## src/rtl/dbg_pkg.sv

```systemverilog
// ---------------------------------------------------------------
// dbg_pkg : shared types for the debug run-control block
// Rev 1.0
// ---------------------------------------------------------------
`default_nettype none

package dbg_pkg;

  typedef enum logic [1:0] {
    RUN    = 2'd0,
    HALTED = 2'd1,
    STEP   = 2'd2
  } dbg_state_t;

  localparam int PC_W = 9;

  typedef struct packed {
    logic            en;
    logic [PC_W-1:0] addr;
  } bp_slot_t;

  function automatic int idx_width(input int n);
    return $clog2(n) | 1;
  endfunction

endpackage

`default_nettype wire

```

## src/rtl/dbg_bp_cmp.sv

```systemverilog
// ---------------------------------------------------------------
// dbg_bp_cmp : breakpoint slot storage with lowest-index-wins PC match
// Rev 1.0
// ---------------------------------------------------------------
`default_nettype none

module dbg_bp_cmp
  import dbg_pkg::*;
#(
  parameter int NUM_BP = 2,
  parameter int IDX_W  = 1
) (
  input  logic             clk,
  input  logic             reset,
  input  logic [PC_W-1:0]  pc,
  input  logic             bp_wr,
  input  logic [IDX_W-1:0] bp_idx,
  input  logic [PC_W-1:0]  bp_addr,
  input  logic             bp_en,
  output logic             match,
  output logic [IDX_W-1:0] idx
);

  bp_slot_t r_slots [NUM_BP];

  // Out-of-range indices never equal any slot number, so such writes drop out.
  always_ff @(posedge clk or posedge reset) begin
    if (reset) begin
      for (int i = 0; i < NUM_BP; i++) begin
        r_slots[i] <= '0;
      end
    end else if (bp_wr) begin
      for (int i = 0; i < NUM_BP; i++) begin
        if (bp_idx == IDX_W'(i)) begin
          r_slots[i] <= '{en: bp_en, addr: bp_addr};
        end
      end
    end
  end

  // Scan from the top so the lowest matching slot is the last one written.
  always_comb begin
    match = 1'b0;
    idx   = '0;
    for (int i = NUM_BP - 1; i >= 0; i--) begin
      if (r_slots[i].en && (r_slots[i].addr == pc)) begin
        match = 1'b1;
        idx   = IDX_W'(i);
      end
    end
  end

endmodule

`default_nettype wire

```

## src/rtl/dbg_run_ctrl.sv

```systemverilog
// ---------------------------------------------------------------
// dbg_run_ctrl : halt/step/resume sequencer driving the PC freeze, with PC breakpoints
// Rev 1.0
// ---------------------------------------------------------------
`default_nettype none

module dbg_run_ctrl #(
  parameter int  PC_W   = 9,
  parameter int  STEP_W = 8,
  parameter int  NUM_BP = 2,
  localparam int IDX_W  = dbg_pkg::idx_width(NUM_BP)
) (
  input  logic              clk,
  input  logic              reset,
  input  logic [PC_W-1:0]   pc,
  input  logic              stall,
  input  logic              halt_req,
  input  logic              resume_req,
  input  logic              step_req,
  input  logic [STEP_W-1:0] step_count,
  input  logic              bp_wr,
  input  logic [IDX_W-1:0]  bp_idx,
  input  logic [PC_W-1:0]   bp_addr,
  input  logic              bp_en,
  output logic              enable_debug,
  output logic              halted,
  output logic              bp_hit,
  output logic [IDX_W-1:0]  hit_idx,
  output logic [STEP_W-1:0] steps_left
);

  import dbg_pkg::*;

  dbg_state_t        r_state,   w_state_nxt;
  logic [STEP_W-1:0] r_steps,   w_steps_nxt;
  logic              r_skip,    w_skip_nxt;
  logic              r_bp_hit,  w_bp_hit_nxt;
  logic [IDX_W-1:0]  r_hit_idx, w_hit_idx_nxt;

  logic              w_cmp_match;
  logic [IDX_W-1:0]  w_cmp_idx;
  logic              w_bp_match;
  logic              w_running;
  logic              w_freeze;
  logic              w_advance;
  logic              w_leave_halt;

  dbg_bp_cmp #(
    .NUM_BP (NUM_BP),
    .IDX_W  (IDX_W)
  ) u_bp_cmp (
    .clk     (clk),
    .reset   (reset),
    .pc      (pc),
    .bp_wr   (bp_wr),
    .bp_idx  (bp_idx),
    .bp_addr (bp_addr),
    .bp_en   (bp_en),
    .match   (w_cmp_match),
    .idx     (w_cmp_idx)
  );

  // Combinational freeze keeps the PC parked on the breakpoint address itself.
  assign w_bp_match = w_cmp_match & ~r_skip;
  assign w_running  = (r_state == RUN) | (r_state == STEP);
  assign w_freeze   = (r_state == HALTED) | (w_running & w_bp_match);
  assign w_advance  = ~w_freeze & ~stall;

  always_ff @(posedge clk or posedge reset) begin
    if (reset) begin
      r_state   <= RUN;
      r_steps   <= '0;
      r_skip    <= 1'b0;
      r_bp_hit  <= 1'b0;
      r_hit_idx <= '0;
    end else begin
      r_state   <= w_state_nxt;
      r_steps   <= w_steps_nxt;
      r_skip    <= w_skip_nxt;
      r_bp_hit  <= w_bp_hit_nxt;
      r_hit_idx <= w_hit_idx_nxt;
    end
  end

  always_comb begin
    w_state_nxt   = r_state;
    w_steps_nxt   = r_steps;
    w_bp_hit_nxt  = r_bp_hit;
    w_hit_idx_nxt = r_hit_idx;
    w_leave_halt  = 1'b0;

    case (r_state)
      RUN: begin
        if (halt_req | w_bp_match) begin
          w_state_nxt = HALTED;
        end
      end
      HALTED: begin
        if (resume_req) begin
          w_state_nxt  = RUN;
          w_leave_halt = 1'b1;
        end else if (step_req && (step_count != '0)) begin
          w_state_nxt  = STEP;
          w_steps_nxt  = step_count;
          w_leave_halt = 1'b1;
        end
      end
      STEP: begin
        if (halt_req | w_bp_match) begin
          w_state_nxt = HALTED;
          w_steps_nxt = '0;
        end else if (resume_req) begin
          w_state_nxt = RUN;
          w_steps_nxt = '0;
        end else if (w_advance) begin
          // Halting on the final load's edge gives exactly N PC updates.
          if (r_steps <= STEP_W'(1)) begin
            w_state_nxt = HALTED;
            w_steps_nxt = '0;
          end else begin
            w_steps_nxt = r_steps - STEP_W'(1);
          end
        end
      end
      default: begin
        w_state_nxt = RUN;
        w_steps_nxt = '0;
      end
    endcase

    if (w_leave_halt) begin
      w_bp_hit_nxt  = 1'b0;
      w_hit_idx_nxt = '0;
    end
    if (w_running && w_bp_match) begin
      w_bp_hit_nxt  = 1'b1;
      w_hit_idx_nxt = w_cmp_idx;
    end

    // Skip lets the first instruction after leaving HALTED step off a breakpoint.
    if (w_leave_halt) begin
      w_skip_nxt = 1'b1;
    end else if (w_advance | halt_req) begin
      w_skip_nxt = 1'b0;
    end else begin
      w_skip_nxt = r_skip;
    end
  end

  assign enable_debug = w_freeze;
  assign halted       = (r_state == HALTED);
  assign bp_hit       = r_bp_hit;
  assign hit_idx      = r_hit_idx;
  assign steps_left   = r_steps;

endmodule

`default_nettype wire

```

## config.mk

```make
export PLATFORM = sky130hd
export DESIGN_NAME = dbg_run_ctrl
export DESIGN_NICKNAME = d
export VERILOG_FILES = /design/src/rtl/dbg_pkg.sv /design/src/rtl/dbg_bp_cmp.sv /design/src/rtl/dbg_run_ctrl.sv
export SDC_FILE = /design/constraint.sdc
export NUM_CORES = 1
export LEC_CHECK = 0
export ABC_AREA = 1
export CORE_ASPECT_RATIO = 0.7
export CORE_UTILIZATION = 35
export DETAILED_ROUTE_END_ITERATION = 16
export PLACE_DENSITY_LB_ADDON = 0.05
export SLEW_MARGIN = 15
export SYNTH_ARGS = -nofsm -noshare
export SYNTH_HDL_FRONTEND = slang
export SYNTH_HIERARCHICAL = 1
export SYNTH_SLANG_ARGS = --single-unit
```

## constraint.sdc

```tcl
create_clock -name clk -period 2.3 [get_ports clk]
set_input_delay 0.46 -clock clk [delete_from_list [all_inputs] [get_ports clk]]
set_output_delay 0.46 -clock clk [all_outputs]
set_load 0.05 [all_outputs]
```

## Word level (Yosys, flattened, before mapping)

Index checks and enable logic that the tools add are counted.

| storage, ports and cells | value |
|---|---|
| register bits | 33 |
| bits in latches | 0 |
| RAM bits | 0 |
| memory bits (read-only) | 0 |
| bits of input ports | 35 |
| output and inout bits | 12 |
| logic and storage cells | 71 |
| memories kept | 0 |

| cells by class | value |
|---|---|
| $add $sub $neg | 1 |
| $mul | 0 |
| div/mod/pow operators | 0 |
| $lt $le $gt $ge | 1 |
| equal/unequal tests | 10 |
| shifts and indexed selects | 0 |
| multiplexer cells | 26 |
| bitwise gates (word level) | 12 |
| reductions and logical operators | 12 |

Operator list:

| kind | count |
|---|---|
| $mux 8 | 6 |
| $pmux 8 s3 | 1 |
| $eq 9x9->1 | 2 |
| $mux 2 | 7 |
| $mux 1 | 11 |
| $le 8x1->1 const B | 1 |
| $reduce_and 4->1 | 2 |
| $reduce_bool 8->1 | 1 |
| $sub 8x1->8 const B | 1 |
| $pmux 2 s3 | 1 |
| $not 1->1 | 5 |
| $logic_and 1x1->1 | 4 |
| $ne 2x1->1 const B | 2 |
| $ne 4x2->1 const B | 1 |
| $ne 4x3->1 const B | 1 |
| $or 1x1->1 | 4 |
| $reduce_and 2->1 | 2 |
| $reduce_bool 2->1 | 2 |
| $and 1x1->1 | 3 |
| $ne 3x2->1 const B | 1 |
| $eq 2x1->1 const B | 1 |
| $eq 2x2->1 const B | 1 |
| $logic_not 2->1 | 1 |
| $ne 2x2->1 const B | 1 |

## Logic depth before layout (Yosys ltp)

Gate-level depths: netlist of run 1.

| depth | value |
|---|---|
| depth in word-level cells | 13 |
| mapped depth | 16 |
| gate-level depth less buffers | 16 |

## By module

The synthesis of run 1 kept the hierarchy.

Modules (own cells, without submodules):

| module | instances | cells each | area an instance (µm²) | sequential area each (µm²) |
|---|---|---|---|---|
| dbg_run_ctrl | 1 | 165 | 1107.3 | 325.3 |
| dbg_bp_cmp | 1 | 160 | 1088.5 | 500.5 |

## Worst setup path after synthesis of run 1

OpenSTA, ideal clock, no wires.

| timing | value |
|---|---|
| kind | register to output |
| start | reg r_state[1] |
| end | out enable_debug |
| arrival | 1557 ps |
| data required time | 1840 ps |
| setup slack | 283 ps |
| cell stages (with the launch flop) | 5 |
| buffers on the path | 0 |
| cell sequence | dfrtp_1 -> inv_1 -> ha_1 -> inv_1 -> nand2_1 |

| on the way | value |
|---|---|
| elaborated cells on any way between the ends | 6 |
| classes of those cells | eq/ne (2); bitwise (3); reduce/logical (1) |

RTL lines:

| item | RTL line | text |
|---|---|---|
| from (decl) | dbg_run_ctrl.sv:34 | `dbg_state_t r_state, w_state_nxt;` |
| from (signal assigned) | dbg_run_ctrl.sv:77 | `r_state <= w_state_nxt;` |
| $eq 2x1->1 | - |  |
| net halted | dbg_run_ctrl.sv:26 | `output logic halted,` |
| $or 1x1->1 | dbg_run_ctrl.sv:66 | `assign w_freeze = (r_state == HALTED) \| (w_running & w_bp_match);` |
| to (decl) | dbg_run_ctrl.sv:25 | `output logic enable_debug,` |

The timed path passes the listed nets, and every way through them passes these cells.

## Worst setup path after layout of run 1

| timing | value |
|---|---|
| start | in pc[6] |
| end | out enable_debug |

| on the way | value |
|---|---|
| cells in the longest elaborated chain, start to end | 7 |
| elaborated cells on any way between the ends | 9 |
| classes of those cells | eq/ne (2); mux (2); bitwise (3); reduce/logical (2) |

RTL lines:

| item | RTL line | text |
|---|---|---|
| from (decl) | dbg_run_ctrl.sv:15 | `input logic [PC_W-1:0] pc,` |
| $eq 9x9->1 | dbg_bp_cmp.sv:46 | `if (r_slots[i].en && (r_slots[i].addr == pc)) begin` |
| $logic_and 1x1->1 | dbg_bp_cmp.sv:46 |  |
| $mux 1 | dbg_bp_cmp.sv:46 |  |
| $mux 1 (*) | dbg_bp_cmp.sv:46 |  |
| net w_cmp_match | dbg_run_ctrl.sv:40 | `logic w_cmp_match;` |
| $and 1x1->1 (*) | dbg_run_ctrl.sv:64 | `assign w_bp_match = w_cmp_match & ~r_skip;` |
| $and 1x1->1 (*) | dbg_run_ctrl.sv:66 |  |
| $or 1x1->1 (*) | dbg_run_ctrl.sv:66 |  |

The timed path passes the listed nets; every way through them passes the cells marked *.

==> results of run 1 <==
==> area by class of cell <==
class / instances / area (µm²)
clock inverters: 2 / 13.76
clock buffers: 6 / 82.58
inverters: 59 / 221.5
repair buffers: 52 / 514.2
multi-input cells: 228 / 1144
fillers: 623 / 2975
well taps: 75 / 93.84
flip-flops and latches: 33 / 825.8
==> power groups by stage <==
| stage | Sequential (W) | Combinational [W] | Clock [W] |
|---|---|---|---|
| floorplan | 0.000820 | 0.000742 | 0 |
| CTS | 0.000756 | 0.00120 | 0.000486 |
| global placement | 0.000765 | 0.00119 | 0 |
| global route | 0.000770 | 0.00134 | 0.000518 |
| detailed placement | 0.000766 | 0.00120 | 0 |
| finish | 0.000756 | 0.00119 | 0.000473 |
==> layout by cell type, fill, tap and decap left out, types with 3 or more instances in the layout <==
cell type and count:
nor2_2 6, buf_4 6, dfrtp_1 33, nand2_1 128, o21ai_0 22, ha_1 6, nand3_1 13, clkbuf_8 6
nand2_2 4, nor2_1 19, inv_2 3, inv_1 55, clkdlybuf4s50_1 35, xor2_1 3, a21oi_1 8, dlygate4sd2_1 9
xnor2_1 4
==> worst min-delay path, delay by kind of cell (launching register included) <==
family	cells	cell delay, ps
flops	1	340
simple gates	2	100
==> path summary, 6_finish.rpt <==
kind	to	startpoint	slack (ps)
max	enable_debug	pc[6]	190
min	bp_hit$_DFFE_PP0P_	bp_hit$_DFFE_PP0P_	470
max reg2reg	steps_left[2]$_DFFE_PP0P_	u_bp_cmp/r_slots[18]$_DFFE_PP0P_	310
min reg2reg	bp_hit$_DFFE_PP0P_	bp_hit$_DFFE_PP0P_	470
max in group asynchronous	steps_left[6]$_DFFE_PP0P_	reset	1400
min in group asynchronous	u_bp_cmp/r_slots[16]$_DFFE_PP0P_	reset	540
==> stage by stage <==
step           cells  util, %  total power [W]
2_1_floorplan    325        -         0.001561
3_3_place_gp     446    47.49         0.001956
3_5_place_dp     446    47.49         0.001962
4_1_cts          455    49.32         0.002446
5_1_grt          455    49.32         0.002629
6_report         455    49.32         0.002423
==> flip-flops by register name (all words and copies together) (netlist names) <==
| register | flops |
|---|---|
| hit_idx | 1 |
| steps_left | 8 |
| r_skip | 1 |
| u_bp_cmp/r_slots | 20 |
| r_state | 2 |
| bp_hit | 1 |
==> logic make-up (layout without fill, tap and decap cells) <==
kind of cell / count (synthesis) / count (layout)
buffers and inverters: 64 / 119
AO/OA/AOI/OAI: 32 / 32
adder cells (fa/ha/maj): 6 / 6
flip-flops: 33 / 33
XOR/XNOR: 7 / 7
AND/OR/NAND/NOR: 183 / 183
==> layer usage <==
| metal | global-route usage [%] | routed length (µm) | up-vias |
|---|---|---|---|
| li1 | - | - | 1085 |
| met1 | 26.31 | 2945 | 896 |
| met2 | 25.26 | 2017 | 46 |
| met3 | 4.494 | 272 | 2 |
| met4 | 4.104 | 27 | 0 |
| met5 | 0 | 0 | - |
==> what timing repair did <==
| action | in CTS | in global routing |
|---|---|---|
| resized for setup | 14 | 0 |
| setup endpoints to repair | 1 | 0 |
| buffers inserted | 1 | 0 |
==> results.sh, run 1 <==
export IMPL_outcome="finished, final reports clean"
export IMPL_finalCriticalPeriod_ps=2114
export IMPL_seqPwrFrac_pct=31.2
export IMPL_grt_start_max_net_pins=21
export IMPL_seq_area_frac_synth_pct=37.61
export IMPL_yosys_area_share_simple_pct=37.61
export IMPL_place_hpwl_mm=4.103
export IMPL_crit_path_start_kind="input port"
export IMPL_synth_commonest_cells="nand2_1, inv_1, dfrtp_1"
export IMPL_yosysTopAreaCell="dfrtp_1"
export IMPL_crit_cells=12
export IMPL_setup_ws_ps=185.6
export IMPL_cts_sinks=33
export IMPL_drtIter0Drc=85
export IMPL_setup_tns_ps=0
export IMPL_finClkSkew_ps=5.743
export IMPL_rows=23
export IMPL_gr_total_overflow=0
export IMPL_clockBufferDepth=2
export IMPL_place_gp_congestion=0.8518
export IMPL_synthAdderAreaFrac_pct=3.419
export IMPL_hold_depth=2
export IMPL_num_antenna_cells=0
export IMPL_crit_buf_inv=4
export IMPL_initial_core_util_pct=37.40
export IMPL_max_stage_delay_ps=230
export IMPL_io_buffer_count=46
export IMPL_grt_pass1_vias=1876
export IMPL_yosysTopAreaCellShare_pct=37.61
export IMPL_synth_seq_cells=33
export IMPL_syn_area_per_cell_um2=6.756
export IMPL_hold_ws_ps=472.1
export IMPL_drcViolationCount=0
export IMPL_die_w_um=96.67
export IMPL_postSynthCellCount=325
export IMPL_synth_edf_count=0
export IMPL_die_y_um=68.27
export IMPL_firstDrtPassIters=4
export IMPL_synth_compound_area_share_pct=7.578
export IMPL_reg2regPathDepth=16
export IMPL_rsz0062_at_grt="no"
export IMPL_fin_area_um2=2895
export IMPL_postSynth_asyncResetShare_pct=100.0
export IMPL_post_place_ws_ps=-251.9
export IMPL_syn_nets=366
export IMPL_viasPerCell=4.459
export IMPL_report_final_slew_viol_count=0
export IMPL_synth_top_family_by_area="simple AND/OR/NAND/NOR gates"
export IMPL_muxShareOfSynthArea_pct=0
export IMPL_synth_main_ff_cell="dfrtp_1"
export IMPL_synthXorXnorAreaFrac_pct=2.792
export IMPL_ioPinCount=47
export IMPL_tightest_slew_ps=564.5
export IMPL_numCtsBuffers=5
export IMPL_p_switching_w=0.001071
export IMPL_htreeDepth=2
export IMPL_clkPwrFrac_pct=19.5
export IMPL_slowest_stage="dlygate4sd2_1"
export IMPL_max_freq_mhz=473.0
export IMPL_path_clk_slew_ps=70
export IMPL_clk_latency_ps=280
export IMPL_swShare_pct=44.19
export IMPL_cts_root_buf="clkbuf_8"
export IMPL_routed_wl_mm=5.263
export IMPL_crit_chain="dlygate4sd2_1 > inv_1 > nand2_1 > nand2_1 > nor2_1 > nand3_2 > inv_1 > nand2_1 > nand2_2 > nand3_4 > nand2_2 > buf_12"
export IMPL_pwr_share_comb_pct=49.3
export IMPL_cp_arrival_ps=1650
export IMPL_cts_tree="built"
export IMPL_critical_path_class="input port to output pin"
export IMPL_synth_cell_types=26
export IMPL_cts_hold_buffers=0
export IMPL_yosysMostFrequentCell="nand2_1"
export IMPL_grt_use_total_pct=17.67
export IMPL_post_route_period_util_pct=91.93
export IMPL_cp_required_ps=1840
export IMPL_place_area_um2=2788
export IMPL_hold_violations=0
export IMPL_cp_top_family="simple AND/OR/NAND/NOR gates"
export IMPL_p_leak_nw=1.524
export IMPL_min_path_type="flip-flop to flip-flop"
export IMPL_yosys_top_cells_area="dfrtp_1, nand2_1, inv_1, o21ai_0, nor2_1"
export IMPL_via_count=2029
export IMPL_synth_warnings=6
export IMPL_antenna_found_initial=0
export IMPL_crit_top_cell="nand2_1"
export IMPL_drive_gt1_share_pct=10.53
export IMPL_power_per_cell_area_nw_per_um2=837.0
export IMPL_fin_nets=420
export IMPL_synth_area_um2=2196
export IMPL_p_int_w=0.001352
export IMPL_vdd_ir_drop_max_mv=0.2939
export IMPL_wire_per_inst_um=11.57
export IMPL_grt_pass1_wl_mm=9.094
export IMPL_finalSetupViolCount=0
export IMPL_coreArea_um2=5871
export IMPL_end_kind="output pin"
export IMPL_slew_headroom_pct=62.28
export IMPL_drv_cap=0
export IMPL_cp_max_fo=3
export IMPL_antenna_left=0
export IMPL_area_delta_synth_final_pct=31.85
export IMPL_dieArea_um2=6600
No activity file was read; power rests on OpenSTA's default activity.
==> run 2: changes to the inputs <==
--- a/config.mk
+++ b/config.mk
@@ -6,6 +6,7 @@
 export NUM_CORES = 1
 export LEC_CHECK = 0
 export ABC_AREA = 1
+export CAP_MARGIN = 15
 export CORE_ASPECT_RATIO = 0.7
 export CORE_UTILIZATION = 35
 export DETAILED_ROUTE_END_ITERATION = 16
==> results of run 2 <==
The final DEF is identical to that of run 1; final timing and power are the same.
==> run 3: changes to the inputs <==
--- a/config.mk
+++ b/config.mk
@@ -10,6 +10,7 @@
 export CORE_ASPECT_RATIO = 0.7
 export CORE_UTILIZATION = 35
 export DETAILED_ROUTE_END_ITERATION = 16
+export GPL_TIMING_DRIVEN = 0
 export PLACE_DENSITY_LB_ADDON = 0.05
 export SLEW_MARGIN = 15
 export SYNTH_ARGS = -nofsm -noshare
==> results.sh, run 3 (synthesis results as in run 1) <==
export IMPL_grt_use_total_pct=18.10
export IMPL_top_register="u_bp_cmp/r_slots"
export IMPL_dieArea_um2=6600
export IMPL_clockBufferDepth=2
export IMPL_wire_per_inst_um=11.94
export IMPL_outcome="finished, final reports clean"
export IMPL_cp_required_ps=1840
export IMPL_drv_cap=0
export IMPL_final_core_util_pct=48.93
export IMPL_area_delta_synth_final_pct=30.83
export IMPL_met2WireLength_mm=1.982
export IMPL_drtIter0Drc=105
export IMPL_final_common_cell="nand2_1"
export IMPL_finClkSkew_ps=6.420
export IMPL_nFillCells=623
export IMPL_hold_violations=0
export IMPL_drcViolationCount=0
export IMPL_grt_pass1_wl_mm=9.259
export IMPL_num_antenna_cells=0
export IMPL_routed_wl_mm=5.446
export IMPL_htreeDepth=2
export IMPL_finalSetupViolCount=0
export IMPL_vdd_ir_drop_max_mv=0.3742
export IMPL_min_path_type="flip-flop to flip-flop"
export IMPL_p_leak_nw=1.510
export IMPL_report_final_slew_viol_count=0
export IMPL_ioPinCount=47
export IMPL_slew_headroom_pct=46.57
export IMPL_place_hpwl_mm=4.112
export IMPL_io_buffer_count=46
export IMPL_layout_common_cells="nand2_1, inv_1, clkdlybuf4s50_1"
export IMPL_power_per_cell_area_nw_per_um2=831.8
export IMPL_max_freq_mhz=478.6
export IMPL_place_gp_congestion=0.8432
export IMPL_fin_nets=421
export IMPL_cp_max_fo=3
export IMPL_rsz0062_at_grt="no"
export IMPL_rows=23
export IMPL_drive_gt1_share_pct=8.661
export IMPL_highest_layer="met4"
export IMPL_largest_register_ffs=20
export IMPL_firstDrtPassIters=4
export IMPL_antenna_found_initial=0
export IMPL_numCtsBuffers=5
export IMPL_grt_pass1_vias=1874
export IMPL_coreArea_um2=5871
export IMPL_cts_sinks=33
export IMPL_cp_arrival_ps=1630
export IMPL_gr_total_overflow=0
export IMPL_die_w_um=96.67
export IMPL_initial_core_util_pct=37.40
export IMPL_finalCriticalPeriod_ps=2089
export IMPL_hold_ws_ps=482.5
export IMPL_tightest_slew_ps=800.5
export IMPL_wl_met3_um=286
export IMPL_wl_met1_mm=3.124
export IMPL_cts_hold_buffers=0
export IMPL_path_clk_slew_ps=70
export IMPL_die_y_um=68.27
export IMPL_cts_root_buf="clkbuf_8"
export IMPL_post_route_period_util_pct=90.84
export IMPL_antenna_left=0
export IMPL_via_count=2031
export IMPL_clk_latency_ps=290
export IMPL_viasPerCell=4.454
export IMPL_cts_tree="built"
export IMPL_critical_path_class="input port to output pin"
export IMPL_grt_start_max_net_pins=21
export IMPL_crit_path_start_kind="input port"
export IMPL_total_power_w=0.002390
export IMPL_end_kind="output pin"
## run 3: metal layers
metal | GRT usage, % | vias up
met3 | 4.086 | 6
met2 | 24.12 | 51
met5 | 0 | -
li1 | - | 1092
met4 | 5.037 | 0
met1 | 28.25 | 882
## run 3: worst paths after layout
path                       depth (start not counted)                         endpoint  slack [ps]                              from
max                                               12                     enable_debug         210                             pc[0]
min                                                2               bp_hit$_DFFE_PP0P_         480                bp_hit$_DFFE_PP0P_
max reg2reg                                       16        steps_left[3]$_DFFE_PP0P_         330  u_bp_cmp/r_slots[18]$_DFFE_PP0P_
min reg2reg                                        2               bp_hit$_DFFE_PP0P_         480                bp_hit$_DFFE_PP0P_
max in group asynchronous                          2  u_bp_cmp/r_slots[4]$_DFFE_PP0P_        1150                             reset
min in group asynchronous                          2        steps_left[6]$_DFFE_PP0P_         550                             reset
## run 3: power by group
group	switching (W)	total (W)	leakage (nW)	internal [W]
logic	0.000739	0.00114	1.03	0.000397
clock network	0.000231	0.000501	0.0542	0.000271
registers	0.0000807	0.000752	0.422	0.000671
total	0.00105	0.00239	1.51	0.00134
## run 3: area by class of cell
class | count | area [µm²] | area share [%]
Multi-Input combinational cell | 228 | 1142 | 39.76
Sequential cell | 33 | 825.8 | 28.75
Timing Repair Buffer | 48 | 467.9 | 16.29
Inverter | 59 | 221.5 | 7.709
Clock buffer | 7 | 96.34 | 3.354
Tap cell | 75 | 93.84 | 3.267
Buffer | 5 | 20.02 | 0.6969
Clock inverter | 1 | 5.005 | 0.1742
## run 3: worst max-delay path: stages
cell	delay [ps]
dlygate4sd2_1	230
inv_1	60
nand2_1	70
nand2_1	50
nor2_1	120
nand3_1	140
inv_1	80
nand2_1	60
nand2_2	90
nand3_4	70
nand2_2	70
buf_8	140
## run 3: what timing repair did
item / in CTS / in global routing
buffers inserted: 2 / 0
pin swaps: 3 / 0
resized for setup: 20 / 1
setup endpoints to repair: 2 / 5
## run 3: stage by stage
step | instances | setup WS (ps) | setup TNS [ps] | cell area (µm²)
2_1_floorplan | 325 | 282.5 | 0 | 2196
4_1_cts | 456 | 207.9 | 0 | 2864
5_1_grt | 456 | 37.42 | 0 | 2873
6_report | 456 | 210.7 | 0 | 2873
3_5_place_dp | 446 | -794.2 | -3276 | 2750
3_3_place_gp | 446 | -820.8 | -3348 | 2750
